===== config.mk =====
export PLATFORM = sky130hd
export DESIGN_NAME = n_queens_solver_flat
export DESIGN_NICKNAME = d
export VERILOG_FILES = /design/src/rtl/n_queens_solver_if.sv /design/src/rtl/n_queens_solver.sv /design/src/flat_wrapper.sv
export SDC_FILE = /design/constraint.sdc
export NUM_CORES = 1
export LEC_CHECK = 0
export ABC_AREA = 0
export BUFFER_PORTS_ARGS = -buffer_cell sky130_fd_sc_hd__buf_4
export CAP_MARGIN = 20
export CELL_PAD_IN_SITES_DETAIL_PLACEMENT = 2
export CELL_PAD_IN_SITES_GLOBAL_PLACEMENT = 2
export CORE_MARGIN = 5
export CORE_UTILIZATION = 25
export DETAILED_ROUTE_END_ITERATION = 8
export HOLD_SLACK_MARGIN = 0.05
export PLACE_DENSITY = 0.54
export SLEW_MARGIN = 15
export SYNTH_ARGS = -nofsm -noshare
export SYNTH_HDL_FRONTEND = slang
export SYNTH_SLANG_ARGS = --single-unit

===== constraint.sdc =====
create_clock -name clk -period 4.65 [get_ports clk]
set_input_delay 0.2325 -clock clk [delete_from_list [all_inputs] [get_ports clk]]
set_output_delay 0.2325 -clock clk [all_outputs]
set_load 0.02 [all_outputs]

===== src/rtl/n_queens_solver_if.sv =====
// rtl/n_queens_solver_if.sv - control/status bundle between a caller and n_queens_solver
//
// Purpose: groups the start/ready handshake, the fixed-queen row and all result
// outputs of the solver so they travel as one port.
//
// Signals:
//   start       caller -> solver  request a search (taken only while ready=1)
//   row_pos     caller -> solver  row of the queen pinned in column 0
//   ready       solver -> caller  idle, a start will be accepted
//   done        solver -> caller  one-cycle pulse at the end of a search
//   found       solver -> caller  last search produced a full placement
//   err         solver -> caller  last row_pos was out of range
//   board       solver -> caller  one-hot columns, column c at board[c*N +: N]
//   queen_rows  solver -> caller  row index per column, column c at [c*RW +: RW]
//   cycles      solver -> caller  cycles spent in the last search (saturating)
//   sol_count   solver -> caller  solutions counted (only with N_QUEENS_COUNT_ALL_EN)
//
// Modports: master (caller side), slave (solver side).
interface n_queens_solver_if #(
  parameter int N  = 8,
  parameter int CW = 16
);
  localparam int RW = $clog2(N);

  logic              start;
  logic [RW-1:0]     row_pos;
  logic              ready;
  logic              done;
  logic              found;
  logic              err;
  logic [N*N-1:0]    board;
  logic [N*RW-1:0]   queen_rows;
  logic [CW-1:0]     cycles;
`ifdef N_QUEENS_COUNT_ALL_EN
  logic [CW-1:0]     sol_count;

  modport master (
    output start, row_pos,
    input  ready, done, found, err, board, queen_rows, cycles, sol_count
  );

  modport slave (
    input  start, row_pos,
    output ready, done, found, err, board, queen_rows, cycles, sol_count
  );
`else
  modport master (
    output start, row_pos,
    input  ready, done, found, err, board, queen_rows, cycles
  );

  modport slave (
    input  start, row_pos,
    output ready, done, found, err, board, queen_rows, cycles
  );
`endif
endinterface


===== src/rtl/n_queens_solver.sv =====
// rtl/n_queens_solver.sv - backtracking N-Queens solver with a fixed column-0 queen
//
// Purpose: given the row of a queen pinned in column 0, search column by column
// (rows ascending) for the lexicographically first full placement. One
// candidate square is evaluated per cycle; an exhausted column triggers a
// backtrack step, cascading while the previous column is also exhausted.
//
// Ports:
//   clk  system clock, rising edge
//   rst  asynchronous active-low reset
//   bus  n_queens_solver_if.slave: start/row_pos in; ready, done, found, err,
//        board, queen_rows, cycles (and sol_count) out
//
// Build option N_QUEENS_COUNT_ALL_EN: after each solution the search keeps
// backtracking to enumerate every completion; sol_count counts them and
// board/queen_rows show the most recent one (column 0 only if none).
module n_queens_solver #(
  parameter int N  = 8,
  parameter int CW = 16
) (
  input  logic             clk,
  input  logic             rst,
  n_queens_solver_if.slave bus
);
  localparam int              RW      = $clog2(N);
  localparam logic [RW-1:0]   LAST    = RW'(N - 1);
  localparam logic [RW:0]     N_EXT   = (RW+1)'(N);
  localparam logic [CW-1:0]   CNT_MAX = '1;

  typedef enum logic [1:0] {IDLE, SEARCH, BACKTRACK, FIN} state_t;

  state_t          state;
  logic [RW-1:0]   c;
  logic [RW-1:0]   r;
  logic [RW-1:0]   rows [N];
  logic [N*N-1:0]  board_q;
  logic            ready_q;
  logic            done_q;
  logic            found_q;
  logic            err_q;
  logic [CW-1:0]   cycles_q;
  logic            safe;
  logic [N-1:0]    r_onehot;
`ifdef N_QUEENS_COUNT_ALL_EN
  logic [CW-1:0]   sol_q;
  logic [N*RW-1:0] snap_rows;
`else
  logic [N*RW-1:0] rows_packed;
`endif

  assign r_onehot = N'(1) << r;

  // Candidate (c, r) conflicts with a placed column k < c if it shares the row
  // or a diagonal (row distance equals column distance).
  always_comb begin
    safe = 1'b1;
    for (int k = 0; k < N; k++) begin
      if (RW'(k) < c) begin
        if (rows[k] == r) begin
          safe = 1'b0;
        end else if (((rows[k] > r) ? rows[k] - r : r - rows[k]) == c - RW'(k)) begin
          safe = 1'b0;
        end
      end
    end
  end

  always_ff @(posedge clk or negedge rst) begin
    if (!rst) begin
      state    <= IDLE;
      c        <= '0;
      r        <= '0;
      for (int k = 0; k < N; k++) rows[k] <= '0;
      board_q  <= '0;
      ready_q  <= 1'b1;
      done_q   <= 1'b0;
      found_q  <= 1'b0;
      err_q    <= 1'b0;
      cycles_q <= '0;
`ifdef N_QUEENS_COUNT_ALL_EN
      sol_q     <= '0;
      snap_rows <= '0;
`endif
    end else begin
      done_q <= 1'b0;
      if (state != IDLE && cycles_q != CNT_MAX) cycles_q <= cycles_q + 1'b1;

      case (state)
        IDLE: begin
          if (bus.start && ready_q) begin
            ready_q  <= 1'b0;
            found_q  <= 1'b0;
            err_q    <= 1'b0;
            cycles_q <= '0;
            board_q  <= '0;
            for (int k = 0; k < N; k++) rows[k] <= '0;
`ifdef N_QUEENS_COUNT_ALL_EN
            sol_q     <= '0;
            snap_rows <= '0;
`endif
            if ({1'b0, bus.row_pos} >= N_EXT) begin
              err_q  <= 1'b1;
              done_q <= 1'b1;
              state  <= FIN;
            end else begin
              rows[0]        <= bus.row_pos;
              board_q[N-1:0] <= N'(1) << bus.row_pos;
`ifdef N_QUEENS_COUNT_ALL_EN
              snap_rows[RW-1:0] <= bus.row_pos;
`endif
              c     <= RW'(1);
              r     <= '0;
              state <= SEARCH;
            end
          end
        end

        SEARCH: begin
          if (safe) begin
            rows[c] <= r;
`ifndef N_QUEENS_COUNT_ALL_EN
            for (int k = 0; k < N; k++) begin
              if (RW'(k) == c) board_q[k*N +: N] <= r_onehot;
            end
`endif
            if (c == LAST) begin
`ifdef N_QUEENS_COUNT_ALL_EN
              // Publish a snapshot; the working rows keep being backtracked.
              if (sol_q != CNT_MAX) sol_q <= sol_q + 1'b1;
              for (int k = 0; k < N; k++) begin
                if (k == N - 1) begin
                  snap_rows[k*RW +: RW] <= r;
                  board_q[k*N +: N]     <= r_onehot;
                end else begin
                  snap_rows[k*RW +: RW] <= rows[k];
                  board_q[k*N +: N]     <= N'(1) << rows[k];
                end
              end
              // The last column has only one free row, so no other r can succeed.
              state <= BACKTRACK;
`else
              found_q <= 1'b1;
              done_q  <= 1'b1;
              state   <= FIN;
`endif
            end else begin
              c <= c + 1'b1;
              r <= '0;
            end
          end else if (r != LAST) begin
            r <= r + 1'b1;
          end else begin
            state <= BACKTRACK;
          end
        end

        BACKTRACK: begin
          rows[c] <= '0;
`ifndef N_QUEENS_COUNT_ALL_EN
          for (int k = 0; k < N; k++) begin
            if (RW'(k) == c) board_q[k*N +: N] <= '0;
          end
`endif
          c <= c - 1'b1;
          r <= rows[c - 1'b1] + 1'b1;
          if (c == RW'(1)) begin
            // Column 0 is pinned: nothing left to try.
            done_q <= 1'b1;
            state  <= FIN;
`ifdef N_QUEENS_COUNT_ALL_EN
            found_q <= (sol_q != '0);
`else
            found_q <= 1'b0;
`endif
          end else if (rows[c - 1'b1] == LAST) begin
            state <= BACKTRACK;
          end else begin
            state <= SEARCH;
          end
        end

        FIN: begin
          ready_q <= 1'b1;
          state   <= IDLE;
        end

        default: state <= IDLE;
      endcase
    end
  end

  assign bus.ready  = ready_q;
  assign bus.done   = done_q;
  assign bus.found  = found_q;
  assign bus.err    = err_q;
  assign bus.board  = board_q;
  assign bus.cycles = cycles_q;

`ifdef N_QUEENS_COUNT_ALL_EN
  assign bus.queen_rows = snap_rows;
  assign bus.sol_count  = sol_q;
`else
  always_comb begin
    rows_packed = '0;
    for (int k = 0; k < N; k++) rows_packed[k*RW +: RW] = rows[k];
  end
  assign bus.queen_rows = rows_packed;
`endif
endmodule


===== src/flat_wrapper.sv =====
// flat-port wrapper written by rule: the top's interface ports become plain ports
module n_queens_solver_flat 
#(
  parameter int N  = 8,
  parameter int CW = 16
)
  (clk, rst, bus_start, bus_row_pos, bus_ready, bus_done, bus_found, bus_err, bus_board, bus_queen_rows, bus_cycles);
  n_queens_solver_if #(.N(N), .CW(CW)) bus_i ();
  input  logic clk;
  input  logic rst;
  input wire logic [$bits(bus_i.start)-1:0] bus_start;
  input wire logic [$bits(bus_i.row_pos)-1:0] bus_row_pos;
  output wire logic [$bits(bus_i.ready)-1:0] bus_ready;
  output wire logic [$bits(bus_i.done)-1:0] bus_done;
  output wire logic [$bits(bus_i.found)-1:0] bus_found;
  output wire logic [$bits(bus_i.err)-1:0] bus_err;
  output wire logic [$bits(bus_i.board)-1:0] bus_board;
  output wire logic [$bits(bus_i.queen_rows)-1:0] bus_queen_rows;
  output wire logic [$bits(bus_i.cycles)-1:0] bus_cycles;
  assign bus_i.start = bus_start;
  assign bus_i.row_pos = bus_row_pos;
  assign bus_ready = bus_i.ready;
  assign bus_done = bus_i.done;
  assign bus_found = bus_i.found;
  assign bus_err = bus_i.err;
  assign bus_board = bus_i.board;
  assign bus_queen_rows = bus_i.queen_rows;
  assign bus_cycles = bus_i.cycles;
  n_queens_solver #(.N(N), .CW(CW)) u_core (.clk(clk), .rst(rst), .bus(bus_i));
endmodule

==> qor.log <==
[run_status] run status finished, final reports clean
[clock_network] clock insertion delay at the later pin of the skew report 0.43 ns
[setup_path] Max FO, Critical Path 15
[power_and_ir_drop] power density over the cells 698.2 nW/um2
[timing] final critical-path required period 4.142 ns
[cells_and_area] summed area of non-filler cells in the final layout 9503 um2
[logic_synthesis] sequential fraction of the synthesis area 38.31%
[logic_synthesis] Post-Syn Instances 713
[die] CORE AREA 29640 um2
[cells_and_area] share of layout cells above drive strength 1 24.71%
[clock_network] Worst-path clk slew 0.07 ns
[clock_network] worst-case clock buffer depth 2
[logic_synthesis] number of nets produced by synthesis 802
[placement] Detailed Place HPWL 21.60 mm
[timing] worst rel slew slack 31.89%
[logic_synthesis] Async S/R FF share, synth 100.0%
[grt] number of global-route vias before repair 7203
[drt] wire per inst 22.98 um
[worst_hold_path] beginning of the worst hold path bus_start
[cells_and_area] antenna diode instance count 0
[setup_path] critical path launch point u_core.r[2]$_DFFE_PN0P_
[power_and_ir_drop] Leakage 4.360 nW
[cells_and_area] P&R area growth vs syn 26.46%
[logic_synthesis] synthesized cell area 7515 um2
[die] I/O pins 114
[clock_network] cells resized by post-CTS repair 0
[setup_path] required time at the endpoint of the critical path 4.96 ns
[die] floorplan die width 183.4 um
[clock_network] # H-tree levels 4
[timing] number of pins exceeding their max-slew limit in the final report 0
[logic_synthesis] number of register bits inferred by synthesis 115
[clock_network] number of clock buffers inserted by TritonCTS 17
[drt] met3 routed WL 1.002 mm
[drt] uppermost signal routing layer after detailed routing met4
[die] full die area 33630 um2
[drt] DR WL met2 14.05 mm
[logic_synthesis] Syn Area/Cell 10.54 um2
[die] height of the die 183.4 um
[drt] Vias 6192
[grt] largest net degree at the start of global routing 70
[setup_path] type of element capturing the critical path flop
[timing] slew of the pin with the lowest slew margin 1.018 ns
[drt] First DRT Iteration DRCs 289
[setup_path] Worst Setup Path Type flop to flop
[drt] final antenna-violating net count 0
[timing] endpoints failing setup 0
[power_and_ir_drop] worst vdd rail ir drop 283.1 uV
[setup_path] Worst Reg-to-Reg Cells 12
[setup_path] worst reg2reg startpoint u_core.r[2]$_DFFE_PN0P_
[power_and_ir_drop] post-route total power 6.635 mW
[clock_network] root cell of the clock tree clkbuf_16
[drt] count of TritonRoute iterations in the first routing pass 4
[placement] port bufs 112
[logic_synthesis] synth unique cells 69
[timing] fmax 241.5 MHz
[timing] fin crit share 89.07%
[timing] RSZ-0062 raised after global routing false
[timing] Fin. Hold Viols 0
[drt] wl on met1 12.68 mm
[placement] final weighted congestion in routability-driven placement 0.8017
[cells_and_area] # nets final 926
[drt] Via-to-Cell Ratio 4.994
[timing] sum of negative setup slack 0 ns
[run] Max-Cap Viols 0
[drt] DRC violation count after routing 0
[timing] Fin Clk Skew 0.01031 ns
[logic_synthesis] number of enable flip-flop cells after synthesis 0
[logic_synthesis] synth warn 0
[grt] total global routing overflow 0
[die] initial core utilization 25.35%
[worst_hold_path] count of cells along the worst hold path 4
[timing] least setup slack across all paths after layout 0.5084 ns
[worst_hold_path] Hold Path Class input port to flop
[setup_path] sort of element at the start of the critical path flop
[setup_path] data arrival time at the worst-slack endpoint 4.45 ns
[grt] global-route wire length before repair 44.54 mm
[placement] pre-CTS setup slack 0.5384 ns
[logic_synthesis] primary flip-flop cell chosen by synthesis mapping dfrtp_1
[timing] smallest hold slack 0.1598 ns
[drt] WL final 28.50 mm
[clock_network] clock tree from TritonCTS built
[die] number of standard-cell rows in the floorplan 63
[clock_network] clock sinks 115
[grt] number of antenna violations at the first check in global routing 0
[placement] area post-placement 8852 um2
[grt] Overall Global Routing Usage 17.26%
[Yosys cell counts, drive strengths merged, types with 2 or more instances]
master / n / area share (%)
buf: 9 / 0.93
a2bb2oi: 2 / 0.23
o311ai: 2 / 0.33
nand2: 57 / 2.9
mux2i: 21 / 2.8
o2111ai: 2 / 0.23
o21ai: 30 / 2.1
a221oi: 2 / 0.32
xor2: 18 / 2.1
nand3b: 3 / 0.30
o211ai: 6 / 0.87
nand2b: 3 / 0.25
ha: 67 / 11
dfrtp: 114 / 38
mux2: 21 / 3.2
nand4: 7 / 0.83
inv: 51 / 2.5
and2: 6 / 0.50
nor3: 4 / 0.27
mux4: 6 / 1.8
o22ai: 2 / 0.17
fa: 16 / 4.3
nor4: 4 / 0.33
clkbuf: 17 / 0.85
a21boi: 2 / 0.25
and4: 2 / 0.23
o21a: 6 / 0.60
clkinv: 2 / 0.10
xnor2: 19 / 2.2
nand3: 22 / 2.1
o31ai: 6 / 0.60
nor2: 42 / 2.1
a22o: 49 / 5.7
or3: 5 / 0.42
o2bb2ai: 21 / 2.4
a31oi: 5 / 0.42
o32ai: 2 / 0.23
or2: 2 / 0.17
a21oi: 26 / 1.7
nor2b: 8 / 0.67
a211oi: 5 / 0.50
and3: 7 / 0.58
[metal layers]
layer  GRT usage, %  up-vias
li1               -     2804
met1          22.25     3226
met2          29.29      121
met3          2.797       41
met4          6.257        0
met5              0        -
[kinds of logic after synthesis]
logic type               synth area share, %
AO/OA/AOI/OAI                          17.87
XOR/XNOR                               4.312
adder cells (fa/ha/maj)                15.42
buffers and inverters                  4.429
flip-flops                             38.31
multiplexers                           7.842
other                                0.04990
AND/OR/NAND/NOR                        11.77
[flip-flops by register name, summed over array words and instances (netlist names)]
| signal | cells |
|---|---|
| u_core.bus.board | 64 |
| u_core.r | 3 |
| u_core.bus.ready | 1 |
| u_core.bus.queen_rows | 24 |
| u_core.bus.cycles | 16 |
| u_core.c | 3 |
| u_core.state | 2 |
| u_core.bus.done | 1 |
| u_core.bus.found | 1 |
[timing repair]
| action | in CTS | in global routing |
|---|---|---|
| setup buffers | 0 | 0 |
| hold buffers | 1 | 0 |
| hold endpoints to repair | 67 | 0 |
[worst max-delay path, stage by stage (launching register included)]
cell      delay [ns]
dfrtp_1         0.48
inv_1           0.31
ha_1            0.47
o21ai_1         0.09
a32oi_1         0.30
mux2i_1         0.39
xnor2_1         0.17
o32ai_1         0.12
a221o_1         0.40
o21ai_4         0.42
buf_12          0.22
o211ai_2        0.26
mux2_2          0.37
[stage by stage]
| stage | utilization (%) | instances |
|---|---|---|
| 6_report | 32.06 | 1240 |
| 5_1_grt | 32.06 | 1240 |
| 4_1_cts | 31.97 | 1239 |
| 3_5_place_dp | 29.87 | 1206 |
| 3_3_place_gp | 29.87 | 1206 |
| 2_1_floorplan | - | 713 |
[placed cells by master (no fill, tap or decap), types with 5 or more instances in the layout]
cell type	netlist	final
buf_4	2	128
dfrtp_1	114	114
ha_1	67	67
nand2_1	56	56
inv_1	51	51
a22o_1	49	49
nor2_1	42	41
o21ai_0	28	28
a21oi_1	26	26
mux2i_1	21	21
o2bb2ai_1	21	21
mux2_2	19	19
xnor2_1	19	19
nand3_1	18	18
xor2_1	18	18
clkbuf_16	0	17
fa_1	16	16
nor2b_1	8	8
and3_1	7	7
inv_6	0	7
mux4_2	6	6
o31ai_1	6	6
o21a_1	6	6
or3_1	5	5
a211oi_1	5	5
a31oi_1	5	5
[final timing paths]
check,endpoint,slack (ns)
setup / recovery,u_core.bus.board[2]$_DFFE_PN0P_,0.51
hold / removal,u_core.bus.ready$_DFFE_PN1P_,0.16
setup reg to reg,u_core.bus.board[2]$_DFFE_PN0P_,0.51
hold reg to reg,u_core.bus.board[38]$_DFFE_PN0P_,0.50
max in group asynchronous,u_core.bus.board[44]$_DFFE_PN0P_,3.56
min in group asynchronous,u_core.bus.cycles[6]$_DFF_PN0_,0.22
[layout make-up]
class | count | area (um2)
Clock buffer | 17 | 425.4
Clock inverter | 15 | 187.7
Fill cell | 3251 | 20140
Inverter | 53 | 198.9
Multi-Input combinational cell | 519 | 4305
Sequential cell | 115 | 2879
Tap cell | 390 | 488.0
Timing Repair Buffer | 131 | 1018
[where the power goes]
part | leakage (nW) | internal [mW] | switching, mW | total [mW]
clock | 0.299 | 0.818 | 0.600 | 1.42
combinational | 2.49 | 1.38 | 2.44 | 3.83
sequential | 1.57 | 1.19 | 0.204 | 1.39
total | 4.36 | 3.39 | 3.25 | 6.63
Note: power is estimated with default switching activity, not from simulation.
